[src/rtl/ocr_pkg.sv]
// Shared types and constants for the OCR controller status interface.
package ocr_pkg;

    // state | meaning
    // S_IDLE   | waiting for a chip-select rising edge, transmitter output idle
    // S_SYNC   | presenting the sync byte
    // S_STATUS | presenting {seq_count, status_code}
    // S_RESULT | presenting {res_valid, 3'b000, res_class}
    // S_CHECK  | presenting the XOR checksum of the three preceding bytes
    // S_PAD    | frame complete, presenting pad bytes until chip-select falls
    typedef enum logic [2:0] {
        S_IDLE,
        S_SYNC,
        S_STATUS,
        S_RESULT,
        S_CHECK,
        S_PAD
    } tx_state_t;

    localparam logic [7:0] SYNC_BYTE_DEFAULT = 8'hA5;
    localparam logic [7:0] PAD_BYTE_DEFAULT  = 8'h00;

    localparam logic [3:0] STATUS_IDLE   = 4'h0;
    localparam logic [3:0] STATUS_BUSY   = 4'h1;
    localparam logic [3:0] STATUS_RESULT = 4'h8;
    localparam logic [3:0] STATUS_ERROR  = 4'hF;

    function automatic logic [7:0] frame_checksum(
        input logic [7:0] b0,
        input logic [7:0] b1,
        input logic [7:0] b2
    );
        return b0 ^ b1 ^ b2;
    endfunction

endpackage

[src/rtl/result_latch.sv]
// Holds the most recent classifier result until cleared.
module result_latch (
    input  logic       clk,
    input  logic       rst,
    input  logic       result_ready,
    input  logic [3:0] result_class,
    input  logic       clear,
    output logic       res_valid,
    output logic [3:0] res_class
);

    logic       res_valid_q, res_valid_d;
    logic [3:0] res_class_q, res_class_d;

    // Clear has priority so a result arriving in the same cycle is discarded.
    always_comb begin
        res_valid_d = res_valid_q;
        res_class_d = res_class_q;
        if (clear) begin
            res_valid_d = 1'b0;
            res_class_d = 4'h0;
        end else if (result_ready) begin
            res_valid_d = 1'b1;
            res_class_d = result_class;
        end
    end

    // Result hold register.
    always_ff @(posedge clk) begin
        if (rst) begin
            res_valid_q <= 1'b0;
            res_class_q <= 4'h0;
        end else begin
            res_valid_q <= res_valid_d;
            res_class_q <= res_class_d;
        end
    end

    assign res_valid = res_valid_q;
    assign res_class = res_class_q;

endmodule

[src/rtl/status_tx_fsm.sv]
// Streams a 4-byte status frame to the SPI slave transmitter on each
// chip-select assertion, then pads until chip-select is released.
module status_tx_fsm
    import ocr_pkg::*;
#(
    parameter logic [7:0] SYNC_BYTE = SYNC_BYTE_DEFAULT,
    parameter logic [7:0] PAD_BYTE  = PAD_BYTE_DEFAULT
) (
    input  logic       clk,
    input  logic       rst,
    input  logic       spi_cs_active,
    input  logic       tx_ready,
    output logic       tx_valid,
    output logic [7:0] tx_data,
    input  logic [3:0] status_code,
    input  logic       result_ready,
    input  logic [3:0] result_class,
    input  logic       clear,
    output logic       frame_done,
    output logic [3:0] seq_count
);

    tx_state_t  state_q, state_d;
    logic       tx_valid_q, tx_valid_d;
    logic [7:0] tx_data_q, tx_data_d;
    logic       frame_done_q, frame_done_d;
    logic [3:0] seq_q, seq_d;
    logic       cs_prev_q, cs_prev_d;
    logic       cs_armed_q, cs_armed_d;
    logic [3:0] snap_status_q, snap_status_d;
    logic [3:0] snap_seq_q, snap_seq_d;
    logic       snap_rv_q, snap_rv_d;
    logic [3:0] snap_cls_q, snap_cls_d;

    logic       res_valid;
    logic [3:0] res_class;
    logic       accept;
    logic       cs_start;
    logic [7:0] byte_status;
    logic [7:0] byte_result;
    logic [7:0] byte_check;

    result_latch u_result_latch (
        .clk          (clk),
        .rst          (rst),
        .result_ready (result_ready),
        .result_class (result_class),
        .clear        (clear),
        .res_valid    (res_valid),
        .res_class    (res_class)
    );

    // cs_armed blocks a frame start until chip-select has been seen low, so a
    // chip-select held high across reset release does not open a frame.
    assign accept      = tx_valid_q & tx_ready;
    assign cs_start    = spi_cs_active & ~cs_prev_q & cs_armed_q;
    assign byte_status = {snap_seq_q, snap_status_q};
    assign byte_result = {snap_rv_q, 3'b000, snap_cls_q};
    assign byte_check  = frame_checksum(SYNC_BYTE, byte_status, byte_result);

    // Next-state and registered-output logic; chip-select loss overrides last.
    always_comb begin
        state_d       = state_q;
        tx_valid_d    = tx_valid_q;
        tx_data_d     = tx_data_q;
        frame_done_d  = 1'b0;
        seq_d         = seq_q;
        cs_prev_d     = spi_cs_active;
        cs_armed_d    = cs_armed_q | ~spi_cs_active;
        snap_status_d = snap_status_q;
        snap_seq_d    = snap_seq_q;
        snap_rv_d     = snap_rv_q;
        snap_cls_d    = snap_cls_q;

        case (state_q)
            S_IDLE: begin
                tx_valid_d = 1'b0;
                tx_data_d  = 8'h00;
                if (cs_start) begin
                    snap_status_d = status_code;
                    snap_seq_d    = seq_q;
                    snap_rv_d     = res_valid;
                    snap_cls_d    = res_class;
                    state_d       = S_SYNC;
                    tx_valid_d    = 1'b1;
                    tx_data_d     = SYNC_BYTE;
                end
            end
            S_SYNC: begin
                if (accept) begin
                    state_d   = S_STATUS;
                    tx_data_d = byte_status;
                end
            end
            S_STATUS: begin
                if (accept) begin
                    state_d   = S_RESULT;
                    tx_data_d = byte_result;
                end
            end
            S_RESULT: begin
                if (accept) begin
                    state_d   = S_CHECK;
                    tx_data_d = byte_check;
                end
            end
            S_CHECK: begin
                if (accept) begin
                    state_d      = S_PAD;
                    tx_data_d    = PAD_BYTE;
                    frame_done_d = 1'b1;
                    seq_d        = seq_q + 4'd1;
                end
            end
            S_PAD: begin
                if (accept) begin
                    tx_data_d = PAD_BYTE;
                end
            end
            default: begin
                state_d    = S_IDLE;
                tx_valid_d = 1'b0;
                tx_data_d  = 8'h00;
            end
        endcase

        if ((state_q != S_IDLE) && !spi_cs_active) begin
            state_d    = S_IDLE;
            tx_valid_d = 1'b0;
            tx_data_d  = 8'h00;
        end
    end

    // State, output and snapshot registers.
    always_ff @(posedge clk) begin
        if (rst) begin
            state_q       <= S_IDLE;
            tx_valid_q    <= 1'b0;
            tx_data_q     <= 8'h00;
            frame_done_q  <= 1'b0;
            seq_q         <= 4'h0;
            cs_prev_q     <= 1'b0;
            cs_armed_q    <= ~spi_cs_active;
            snap_status_q <= 4'h0;
            snap_seq_q    <= 4'h0;
            snap_rv_q     <= 1'b0;
            snap_cls_q    <= 4'h0;
        end else begin
            state_q       <= state_d;
            tx_valid_q    <= tx_valid_d;
            tx_data_q     <= tx_data_d;
            frame_done_q  <= frame_done_d;
            seq_q         <= seq_d;
            cs_prev_q     <= cs_prev_d;
            cs_armed_q    <= cs_armed_d;
            snap_status_q <= snap_status_d;
            snap_seq_q    <= snap_seq_d;
            snap_rv_q     <= snap_rv_d;
            snap_cls_q    <= snap_cls_d;
        end
    end

    assign tx_valid   = tx_valid_q;
    assign tx_data    = tx_data_q;
    assign frame_done = frame_done_q;
    assign seq_count  = seq_q;

endmodule
[config.mk]
export PLATFORM = sky130hd
export DESIGN_NAME = status_tx_fsm
export DESIGN_NICKNAME = d
export VERILOG_FILES = /design/src/rtl/ocr_pkg.sv /design/src/rtl/result_latch.sv /design/src/rtl/status_tx_fsm.sv
export SDC_FILE = /design/constraint.sdc
export NUM_CORES = 1
export LEC_CHECK = 0
export CORE_MARGIN = 5
export CORE_UTILIZATION = 53
export CTS_BUF_LIST = sky130_fd_sc_hd__clkbuf_8
export CTS_CLUSTER_SIZE = 10
export DETAILED_ROUTE_END_ITERATION = 12
export GPL_TIMING_DRIVEN = 0
export PLACE_DENSITY = 0.79
export SKIP_LAST_GASP = 1
export SLEW_MARGIN = 0
export SYNTH_ARGS = -nofsm -noshare
export SYNTH_HDL_FRONTEND = slang
export SYNTH_SLANG_ARGS = --single-unit
[constraint.sdc]
create_clock -name clk -period 1.58 [get_ports clk]
set_input_delay 0.237 -clock clk [delete_from_list [all_inputs] [get_ports clk]]
set_output_delay 0.237 -clock clk [all_outputs]
set_load 0.05 [all_outputs]
## Word-level counts from Yosys, hierarchy flattened

Cells that the tools add are included.

- $add $sub $neg: 1
- Multipliers: 0
- Div/mod/pow operators: 0
- $lt $le $gt $ge: 0
- Equal/unequal tests: 11
- Shifts and indexed selects: 0
- Multiplexer cells: 16
- Bitwise logic cells: 10
- Reduce and logical (&&, ||, !) cells: 13

Operators by type and width:

| operator | number |
|---|---|
| $mux 8 | 5 |
| $pmux 8 s5 | 1 |
| $pmux 3 s6 | 1 |
| $mux 3 | 5 |
| $ne 2x2->1 const B | 5 |
| $reduce_or 2->1 | 4 |
| $xor 8x8->8 | 1 |
| $eq 3x2->1 const B | 2 |
| $eq 3x3->1 const B | 2 |
| $reduce_and 6->1 | 1 |
| $reduce_or 5->1 | 1 |
| $add 4x1->4 const B | 1 |
| $not 1->1 | 4 |
| $not 4->4 | 1 |
| $reduce_and 2->1 | 2 |
| $reduce_and 4->1 | 1 |
| $and 1x1->1 | 3 |
| $eq 3x1->1 const B | 1 |
| $logic_not 3->1 | 1 |
| $mux 1 | 3 |
| $reduce_bool 3->1 | 1 |
| $ne 2x1->1 const B | 1 |
| $pmux 1 s2 | 1 |
| $logic_and 1x1->1 | 1 |
| 2 further kinds | 2 |

- Register bits after elaboration: 37
- Bits in latches: 0
- Memory bits (writable): 0
- ROM bits: 0
- Output and inout bits: 14
- Memories: 0

## Longest topological paths before layout

- Depth after elaboration: 5
- Depth in mapped cells: 5

## Cells and area by module

From an unflattened synthesis, not the netlist that was laid out.

- Cell total of the unflattened synthesis: 197
- Area total of the unflattened synthesis: 1,722.9 sq um

By module, submodules not included:

| module | instances | cells each | area an instance (sq um) |
|---|---|---|---|
| status_tx_fsm | 1 | 181 | 1,542.7 |
| result_latch | 1 | 16 | 180.2 |

## Worst setup path after synthesis

OpenSTA, ideal clock, no wires.

- Kind: flip-flop to flip-flop
- Start point: register tx_valid_q (netlist: tx_valid)
- End point: register tx_data_q[5] (netlist: tx_data[5])
- Library setup time: 117 ps
- Arrival time: 1,429 ps
- Slack: 35 ps
- Stages on the path, launching flop included: 6
- Buffers on the path: 1
- Period minus slack after synthesis: 1,545 ps
- Cell sequence: dfxtp_1 -> and2_1 -> buf_2 -> a211oi_2 -> nor2b_4 -> a22o_1

- Word-level cells in the longest chain between the ends: 3
- Elaborated cells on any way between the ends: 6
- Classes of those cells: 4 x eq/ne; 1 x bitwise; 1 x reduce/logical

Ends and longest elaborated chain:

| element | line | source |
|---|---|---|
| from (decl) | status_tx_fsm.sv:24 | `logic tx_valid_q, tx_valid_d;` |
| from (signal assigned) | status_tx_fsm.sv:150 | `tx_valid_q <= tx_valid_d;` |
| $and 1x1->1 (*) | status_tx_fsm.sv:55 | `assign accept = tx_valid_q & tx_ready;` |
| $ne 2x1->1 (no line) / $ne 2x2->1 (equally long branches) | n/a |  |
| $reduce_and 4->1 (no line) (*) | n/a |  |
| to (signal assigned) | status_tx_fsm.sv:151 | `tx_data_q <= tx_data_d;` |
| to (decl) | status_tx_fsm.sv:25 | `logic [7:0] tx_data_q, tx_data_d;` |

Every way passes the cells marked *; elsewhere a longest branch is shown, timed or not.
A chain may end at the register's enable or synchronous reset.

## Worst setup path after layout

- Start point: register seq_q[0] (netlist: seq_count[0])
- End point: output port seq_count[0]

RTL lines:

| element | line | source |
|---|---|---|
| from (decl) | status_tx_fsm.sv:27 | `logic [3:0] seq_q, seq_d;` |
| from (signal assigned) | status_tx_fsm.sv:153 | `seq_q <= seq_d;` |
| to (decl) | status_tx_fsm.sv:20 | `output logic [3:0] seq_count` |

No word-level cell between the ends.

==> results by group <==
CTS
  – CTS tree: built
  – Post-CTS Setup Bufs: 0
  – Clock sinks: 37
  – H-tree lvl count: 2
  – PostCTS Resize Cnt: 14
  – CTS buffer count: 5
  – Clk root buf: clkbuf_8
  – Hold buffer count at CTS: 0
  – Clk buf depth: 2
  – Clock transition at the registers of the reported paths: 80 ps
  – Worst skew pair latency: 300 ps

Placed design
  – Dpl hpwl: about 2.5 mm
  – Inst Count DP: 234
  – Post-Place Cell Area: 1840 um2
  – RD Place Congestion: about 0.79
  – Number of port buffers: 25

Logic synthesis
  – Post-Syn Area: 1550 um2
  – Compound-cell area share of the yosys netlist: 0.154
  – Largest cells by area after synthesis: dfxtp_1, nand2_1, a21oi_1
  – Synth Net Count: 193
  – Synth warn: 0
  – Mapped Cells: 178
  – Yosys top cell area share: 0.479
  – Largest family of logic cells by synthesized area: simple AND/OR/NAND/NOR gates
  – Asr flop ratio synth: 0
  – Mux cell area share after synthesis: 0.0388
  – Post-Synth Adder-Cell Area: 0.00809
  – Part of the Yosys area used for sequential elements: 0.479
  – Simple-gate share of the synthesized area: 0.233
  – Mean post-synth cell area: 8.69 um2
  – Ys flop type: dfxtp_1
  – XOR/XNOR Fraction of Synth Area: 0.0453
  – Area leader, netlist: dfxtp_1
  – Seq cells post-synth: 37
  – Number of enable flip-flop cells after synthesis: 0
  – Netlist cell types: 35

Floorplan
  – Die area: 4100 um2
  – Total I/O pin count: 28
  – # rows: 19
  – Initial Util: 0.556
  – Die span in x: ~64 um
  – Core area: 2780 um2
  – Die height: 64.0 um

Run status
  – Outcome: complete, no violations

Global routing
  – Largest net degree at the start of global routing: 13
  – Global-route wire length before repair: about 5.5 mm
  – Initial antenna violation count: 0
  – Vias in the first global route: 1,203
  – Remaining global-route overflow: 0
  – Total track usage: 0.173

Setup path
  – Data required time at the worst endpoint: 1340 ps
  – Critical Path, Cell by Cell: dlygate4sd2_1
  – CP Data Arrival Time: 1250 ps
  – CP top delay family: buffers and inverters
  – Startpoint Class: register
  – CP Class: reg2out
  – Max stage delay on crit path: between 500 and 600 ps
  – Critical path endpoint category: primary output
  – CP bufs+invs: 1
  – Worst path slowest cell: dlygate4sd2_1
  – Crit-path max FO: 5

Cells and area
  – Fin cells: between 200 and 250
  – Antenna Cells: 0
  – Area Growth Syn to Fin: 26.2%
  – Layout cell share with drive strength beyond 1: 0.0900
  – Finished Core Util: 0.702
  – Post-Layout Inst Area: roughly 2000 um2
  – Final #Nets: 225

Routing
  – DR vias: 1,278
  – Starting DRT DRC Count: 37
  – Length of the first detailed-routing pass in iterations: 4
  – Final ANT Viol Nets: 0
  – DR WL/cell: about 14 um
  – Vias per inst: 5.28
  – Detailed Route WL: 3.27 mm
  – DRC viols: 0

Timing
  – Slew HR: 0.659
  – Final min period: 1490 ps
  – Final hold violation count: 0
  – Worst hold margin: about 300 ps
  – Slew Limit Fails: 0
  – Final count of negative-setup-slack endpoints: 0
  – Clk_skew: ~6.3 ps
  – Final period util: 0.943
  – Fmax: 671 MHz
  – Least-Margin Pin Slew: around 500 ps
  – RSZ-0062 raised after global routing: no

Power and ir drop
  – Leak: around 0.81 nW
  – Pwr dens: 1120 nW/um2
  – VDD IR max: 1.22 mV
  – Total power: 2.20 mW

Hold path
  – Worst hold path type: in2reg

Run
  – Number of max-cap violations: 0
-- flip-flops by register name (all words and copies together), names as in the netlist --
register,count
snap_status_q,4
cs_prev_q,1
snap_rv_q,1
tx_valid,1
seq_count,4
cs_armed_q,1
u_result_latch.res_valid,1
frame_done,1
state_q,3
u_result_latch.res_class,4
snap_cls_q,4
snap_seq_q,4
tx_data,8
-- cell usage in the layout, fill, tap and decap left out, types with 2 or more instances in the layout --
master	Yosys	routed
a21oi_1	21	21
a22o_1	2	2
a22oi_1	2	2
a32o_1	2	2
and2_1	2	2
buf_2	4	4
bufinv_16	0	2
clkbuf_1	5	5
clkbuf_8	0	5
clkdlybuf4s50_1	0	11
dfxtp_1	37	37
dlygate4sd2_1	0	14
inv_1	5	5
mux2i_1	6	6
nand2_1	38	38
nand2b_1	2	2
nand4_1	2	2
nand4b_1	2	2
nor2_1	12	12
nor2b_1	2	2
nor2b_4	2	2
nor3_1	7	7
o21ai_0	3	3
xnor2_1	3	3
xor2_1	5	5
-- final cells by class --
type | instances | area, um2
sequential | 37 | 741
tap | 31 | 38.8
timing repair buffer | 25 | 233
fill | 230 | 830
clock inverter | 3 | 65.1
inverter | 5 | 18.8
buffer | 10 | 46.3
clock buffer | 5 | 68.8
multi-input combinational | 126 | 741
-- cells in the mapped netlist (all sizes together) (2+ instances only) --
cell type	instances
buf	5
nor2	12
a22o	2
nor3	8
and2	2
dfxtp	37
o21ai	3
mux2i	6
a22oi	2
nand2b	2
nand4	2
nand2	38
xnor2	3
inv	5
a211oi	2
a32o	2
a21oi	21
nor2b	4
xor2	5
clkbuf	5
nand4b	2
-- path summary, 6_finish.rpt --
check,end,startpoint,cells after the start,slack (ps)
setup / recovery,seq_count[0],seq_count[0]$_SDFFE_PP0P_,1,90
hold / removal,cs_armed_q$_DFF_P_,rst,2,300
setup reg to reg,tx_data[2]$_SDFFE_PP0P_,state_q[1]$_SDFFE_PP0P_,4,100
hold reg to reg,snap_cls_q[0]$_SDFFE_PP0P_,snap_cls_q[0]$_SDFFE_PP0P_,2,460
-- report_power, final --
group | internal, mW | leakage, nW | total (mW) | switching (mW)
Combinational | 0.0966 | 0.441 | 0.245 | 0.148
Clock | 0.627 | 0.0681 | 0.972 | 0.345
Sequential | 0.961 | 0.301 | 0.979 | 0.0173
Total | 1.68 | 0.810 | 2.20 | 0.510
-- cells by family (layout without fill, tap and decap cells) --
family / after synthesis / in the layout
and+or+nand+nor: 74 / 74
AOI/OAI and AO/OA: 37 / 37
DFF: 37 / 37
buffers and inverters: 15 / 48
xor gates and xnor gates: 8 / 8
muxes: 6 / 6
adders and majority gates: 1 / 1
-- worst register-to-register path, delay by kind of cell (launching register included) --
family          cells  cell delay [ps]
compound gates      2              700
flops               1              480
simple gates        2              200
-- through the flow --
stage / setup WS [ps] / TNS [ps]
global route: 18.1 / 0
CTS: 74.7 / 0
finish: 89.9 / 0
detailed placement: -198 / -2030
global placement: -140 / -1620
floorplan: 34.7 / 0
-- per-layer routing --
layer  wire, um  track usage  vias to the layer above
li1           -            -                      665
met1       1500        0.208                      589
met3        167       0.0753                        6
met5          0            0                        -
met2       1550        0.274                       18
met4         52       0.0623                        0
Note: power is estimated with default switching activity, not from simulation.
